File: config.mk
export PLATFORM = sky130hd
export DESIGN_NAME = mem_access_stage
export DESIGN_NICKNAME = d
export VERILOG_FILES = /design/src/rtl/mem_access_stage.sv
export SDC_FILE = /design/constraint.sdc
export NUM_CORES = 1
export LEC_CHECK = 0
export CORE_MARGIN = 1
export CORE_UTILIZATION = 48
export CTS_BUF_LIST = sky130_fd_sc_hd__clkbuf_8
export CTS_CLUSTER_DIAMETER = 100
export DETAILED_ROUTE_END_ITERATION = 8
export HOLD_SLACK_MARGIN = 0.08
export PLACE_DENSITY = 0.71
export SLEW_MARGIN = 10
export SYNTH_ARGS = -nofsm -noshare
export SYNTH_HDL_FRONTEND = slang
export SYNTH_SLANG_ARGS = --single-unit
File: constraint.sdc
create_clock -name clk -period 4.7 [get_ports clk]
set_input_delay 0.705 -clock clk [delete_from_list [all_inputs] [get_ports clk]]
set_output_delay 0.705 -clock clk [all_outputs]
set_load 0.05 [all_outputs]
File: src/rtl/mem_access_stage.sv
// mem_access_stage -- MEM stage of the 16-bit pipelined MIPS.
//
// Holds the EX/MEM pipeline register and resolves branches for fetch. Loads and
// stores go through a direct-mapped, write-through, no-write-allocate data cache
// with one-word lines, backed by a slow req/ack memory. Produces the MEM/WB
// register and the global pipeline enable `hit` (low = stall upstream).
//
// Ports
//   clk, rst_n                     clock (rising edge), async active-low reset
//   aluResult / read_data_2        EX result (byte address) / store data
//   write_reg_ex, branch_target    destination register, EX branch target
//   zero, branch, memRead,
//   memWrite, memtoReg, regWrite   EX flag and control bits
//   mem_req/mem_we/mem_addr/
//   mem_wdata                      backing-memory request (held until mem_ack)
//   mem_ack/mem_rdata              one-cycle completion pulse and read data
//   hit                            pipeline enable
//   pcSrc, branch_target_out       branch decision and registered target
//   wb_*                           MEM/WB register fields
module mem_access_stage #(
  parameter int INDEX_BITS = 3
) (
  input  logic        clk,
  input  logic        rst_n,
  input  logic [15:0] aluResult,
  input  logic [15:0] read_data_2,
  input  logic [2:0]  write_reg_ex,
  input  logic [15:0] branch_target,
  input  logic        zero,
  input  logic        branch,
  input  logic        memRead,
  input  logic        memWrite,
  input  logic        memtoReg,
  input  logic        regWrite,
  output logic        mem_req,
  output logic        mem_we,
  output logic [14:0] mem_addr,
  output logic [15:0] mem_wdata,
  input  logic        mem_ack,
  input  logic [15:0] mem_rdata,
  output logic        hit,
  output logic        pcSrc,
  output logic [15:0] branch_target_out,
  output logic [15:0] wb_read_data,
  output logic [15:0] wb_alu_result,
  output logic [2:0]  wb_write_reg,
  output logic        wb_memtoReg,
  output logic        wb_regWrite
);

  localparam int LINES = 1 << INDEX_BITS;
  localparam int TAG_W = 15 - INDEX_BITS;

  typedef struct packed {
    logic [15:0] alu;
    logic [15:0] sdata;
    logic [2:0]  wreg;
    logic [15:0] btgt;
    logic        zero;
    logic        branch;
    logic        mem_read;
    logic        mem_write;
    logic        mem_to_reg;
    logic        reg_write;
  } exmem_t;

  typedef enum logic [1:0] {IDLE, RD_REQ, WR_REQ, DONE} state_t;

  exmem_t exmem;
  state_t state, state_nxt;

  logic [LINES-1:0]  valid;
  logic [15:0]       data_arr [LINES];
  logic [TAG_W-1:0]  tag_arr  [LINES];
  logic [15:0]       fill_data;

  logic [INDEX_BITS-1:0] idx;
  logic [TAG_W-1:0]      tag;
  logic                  line_hit;
  logic                  is_wr;
  logic                  is_rd;
  logic                  fill_en;
  logic                  wr_upd;

  // Address split: bit 0 is the byte select and is ignored.
  assign idx      = exmem.alu[INDEX_BITS:1];
  assign tag      = exmem.alu[15:INDEX_BITS+1];
  assign line_hit = valid[idx] && (tag_arr[idx] == tag);

  // A simultaneous read+write is treated as a write only.
  assign is_wr = exmem.mem_write;
  assign is_rd = exmem.mem_read & ~exmem.mem_write;

  assign pcSrc             = exmem.branch & exmem.zero;
  assign branch_target_out = exmem.btgt;

  // The request fields come straight from EX/MEM, which is frozen while hit=0,
  // so they stay stable for the whole request.
  assign mem_addr  = exmem.alu[15:1];
  assign mem_wdata = exmem.sdata;

  assign fill_en = (state == RD_REQ) && mem_ack;
  // No allocate on a write miss: only a resident line is refreshed.
  assign wr_upd  = (state == WR_REQ) && mem_ack && line_hit;

  // EX/MEM register
  always_ff @(posedge clk or negedge rst_n) begin
    if (!rst_n) begin
      exmem <= '0;
    end else if (hit) begin
      exmem.alu        <= aluResult;
      exmem.sdata      <= read_data_2;
      exmem.wreg       <= write_reg_ex;
      exmem.btgt       <= branch_target;
      exmem.zero       <= zero;
      exmem.branch     <= branch;
      exmem.mem_read   <= memRead;
      exmem.mem_write  <= memWrite;
      exmem.mem_to_reg <= memtoReg;
      exmem.reg_write  <= regWrite;
    end
  end

  // Miss / write FSM
  always_ff @(posedge clk or negedge rst_n) begin
    if (!rst_n) state <= IDLE;
    else        state <= state_nxt;
  end

  always_comb begin
    state_nxt = state;
    hit       = 1'b1;
    mem_req   = 1'b0;
    mem_we    = 1'b0;
    case (state)
      IDLE: begin
        if (is_wr) begin
          hit       = 1'b0;
          state_nxt = WR_REQ;
        end else if (is_rd && !line_hit) begin
          hit       = 1'b0;
          state_nxt = RD_REQ;
        end
      end
      RD_REQ: begin
        hit     = 1'b0;
        mem_req = 1'b1;
        if (mem_ack) state_nxt = DONE;
      end
      WR_REQ: begin
        hit     = 1'b0;
        mem_req = 1'b1;
        mem_we  = 1'b1;
        if (mem_ack) state_nxt = DONE;
      end
      DONE:    state_nxt = IDLE;
      default: state_nxt = IDLE;
    endcase
  end

  // Valid bits are the only cache state that needs reset; data/tag of an
  // invalid line are never looked at.
  always_ff @(posedge clk or negedge rst_n) begin
    if (!rst_n) begin
      valid     <= '0;
      fill_data <= '0;
    end else if (fill_en) begin
      valid[idx] <= 1'b1;
      fill_data  <= mem_rdata;
    end
  end

  always_ff @(posedge clk) begin
    if (fill_en) begin
      data_arr[idx] <= mem_rdata;
      tag_arr[idx]  <= tag;
    end else if (wr_upd) begin
      data_arr[idx] <= exmem.sdata;
    end
  end

  // MEM/WB register: a stall cycle becomes a bubble (controls cleared, data held).
  always_ff @(posedge clk or negedge rst_n) begin
    if (!rst_n) begin
      wb_read_data  <= '0;
      wb_alu_result <= '0;
      wb_write_reg  <= '0;
      wb_memtoReg   <= 1'b0;
      wb_regWrite   <= 1'b0;
    end else if (hit) begin
      wb_read_data  <= (state == DONE) ? fill_data : data_arr[idx];
      wb_alu_result <= exmem.alu;
      wb_write_reg  <= exmem.wreg;
      wb_memtoReg   <= exmem.mem_to_reg;
      wb_regWrite   <= exmem.reg_write;
    end else begin
      wb_memtoReg   <= 1'b0;
      wb_regWrite   <= 1'b0;
    end
  end

endmodule

==> run metrics <==
Nets=about 1400; fin crit share=0.959; ys async rst share=0.349; Mapped Cells=around 1200; kind of critical path=flop to output pin; Die Span X=around 190 um; Max Buffers Root-to-Sink=3; largest family of logic cells by synthesized area=compound AO/OA/AOI/OAI gates; Max Cap Viol=0; largest registers=data_arr (128), tag_arr (96); hpwl dp=approximately 27 mm; max incr delay on CP=0.64 ns; Vias=about 11000; fraction of layout cells with a size suffix above 1=0.163; #FFs+latches synth=~340; Tightest Pin Transition=1.02 ns; yosys warns=0; post-synthesis compound-gate area fraction=0.163; max FFs per register=~130; # setup viols final=0; Final GP Congestion=0.849; Setup TNS=0 ns; worst path cell trace=mux4_2 > mux2i_1 > xor2_1 > nand3_1 > nor4b_2 > a21oi_1 > o21ai_1 > buf_12; Area Overhead vs Synth=17.4%; pin count of the biggest net entering global routing=75; Max stage delay cell, worst path=dfrtp_4; Post-Route WL=approximately 44 mm; Largest Register=data_arr; Crit. End Element=output pin; arrival time worst endpoint=between 3 and 4 ns; VDD IR max=between 500 and 600 uV; prevailing post-synth register cell=edfxtp_1; syn nets=around 1300; die height=188 um; max frequency=~0.22 GHz; DRC Markers=0; simple-gate share of the synthesized area=0.0497; Hold Buf Count CTS=0; Rows=67; Initial Util=0.492; HP Class=input pin to async pin; Core Box Area=between 30000 and 40000 um2; Final Hold Vio Count=0; WHS=about 0.23 ns; root buffer cell=clkbuf_8; status=complete, no violations; Worst Setup Start Kind=flop; Post-synth EDFFs=224; Crit Path Max Fanout=19; # placed instances=between 1500 and 2000; Die Area=between 30000 and 40000 um2; CTS tree=yes; clk sink count=344; leak pwr=7.08 nW; Worst Setup SP=mem_addr[0]; GR Util All Layers=0.245; R2R depth=7; WP data required=approximately 4 ns; mux cell area share after synthesis=0.143; setup ws final=0.195 ns; post-synth cell types=roughly 60; post-DR vias/cell=6.34; worst relative slew slack=0.319; first-pass GRT wire length=around 67 mm; n_diodes=0; first-pass detailed-route iteration total=5; Post-Synth XOR/XNOR Area=0.00368; per-cell routed wire length=around 24 um; Post-Synth Adder-Cell Area=0.00376; total power=about 0.016 W; num ports=around 160; max-slew violation count=0; Syn Area/Cell=about 14 um2; clock transition at the registers of the reported paths=~0.060 ns; post-detailed-route count of antenna-violating nets=0; area share of the largest cell type after synthesis=0.404; # port buffers=between 150 and 200; Layout Cells excl Fill=approximately 1800; Worst-Skew Late Latency=0.62 ns; RSZ-0062 raised after global routing=no; Area contributors post-synth=edfxtp_1 40%, dfrtp_1 18%, mux2i_1 5.9%, a221o_1 5.2%, mux4_2 5.1%; synthesized area=between 15000 and 20000 um2; part of the Yosys area used for sequential elements=0.584; Yosys top cell by area=edfxtp_1; r2r setup slk=roughly 0.90 ns; htree depth=2; initial antenna violation count=0; Worst R2R Start=mem_addr[1]; DR iter-0 viols=1022; reg2reg end=data_arr[6][8]; TritonCTS Buffers=54; Power Dens Cells=between 800 and 900 nW/um2; post-place setup slack=around 0.39 ns; grt total ovfl=0; number of global-route vias before repair=around 11000; Setup Skew=0.0439 ns; min Tclk post-route=approximately 4.5 ns
stage by stage:
| step | cell area [um2] | utilization |
|---|---|---|
| floorplan | 16700 | - |
| global placement | 18400 | 0.544 |
| detailed placement | 18400 | 0.544 |
| CTS | 19500 | 0.577 |
| global route | 19600 | 0.577 |
| finish | 19600 | 0.577 |
layout make-up:
type	count	area, um2
clock buffer	57	785
timing repair buffer	203	2000
tap	448	561
sequential	344	9740
clock inverter	44	310
fill	2681	14300
multi-input combinational	706	6130
inverter	7	28.8
worst max path at each step:
| stage | to |
|---|---|
| finish | hit |
| global route | hit |
| CTS | hit |
| detailed placement | hit |
| global placement | hit |
| floorplan | hit |
cells by family (layout without fill, tap and decap cells):
kind of cell	after synthesis	after routing
adders and majority gates	5	5
muxes	184	184
buffers and inverters	159	311
xor gates and xnor gates	7	7
AOI/OAI and AO/OA	356	356
DFF	344	344
and+or+nand+nor	154	154
where the power goes:
group | internal (W) | total (W) | switching, W | leakage [nW]
Combinational | 0.00334 | 0.00817 | 0.00483 | 3.09
Clock | 0.00136 | 0.00258 | 0.00122 | 0.602
Sequential | 0.00402 | 0.00492 | 0.000905 | 3.39
Total | 0.00871 | 0.0157 | 0.00696 | 7.08
per-layer routing:
layer	vias to the layer above	GRT usage	wire [um]
li1	5090	-	-
met2	461	0.406	21500
met1	5830	0.322	17700
met3	87	0.0440	2980
met5	-	0	0
met4	0	0.0954	1500
timing repair:
item | CTS | global route
buffers inserted | 0 | 1
resized for setup | 2 | 2
endpoints found under the setup margin | 1 | 1
worst max-delay path: cells and delay by family (launching register included):
family | cells | cell delay, ns
xor+xnor | 1 | 0.24
mux | 2 | 0.84
simple gates | 2 | 0.58
flops | 1 | 0.64
compound gates | 2 | 0.68
buf+inv | 1 | 0.20
synth_stat cells (24+ instances only):
| cell | count |
|---|---|
| nand2_1 | 56 |
| mux4_2 | 38 |
| a21oi_1 | 85 |
| a221oi_1 | 74 |
| dfrtp_1 | 120 |
| edfxtp_1 | 224 |
| a221o_1 | 86 |
| mux2_2 | 27 |
| a22oi_1 | 26 |
| mux2i_1 | 98 |
| clkbuf_1 | 60 |
| o21ai_0 | 24 |
| buf_4 | 51 |
cell usage in the layout (no fill, tap or decap), drive strengths merged, types with 38 or more instances in the layout:
master,count
edfxtp,224
clkdlybuf4s50,161
dfrtp,120
mux2i,98
a221o,86
a21oi,85
a221oi,74
clkbuf,57
nand2,56
mux2,48
buf,42
mux4,38
(Power assumes the default switching activity.)
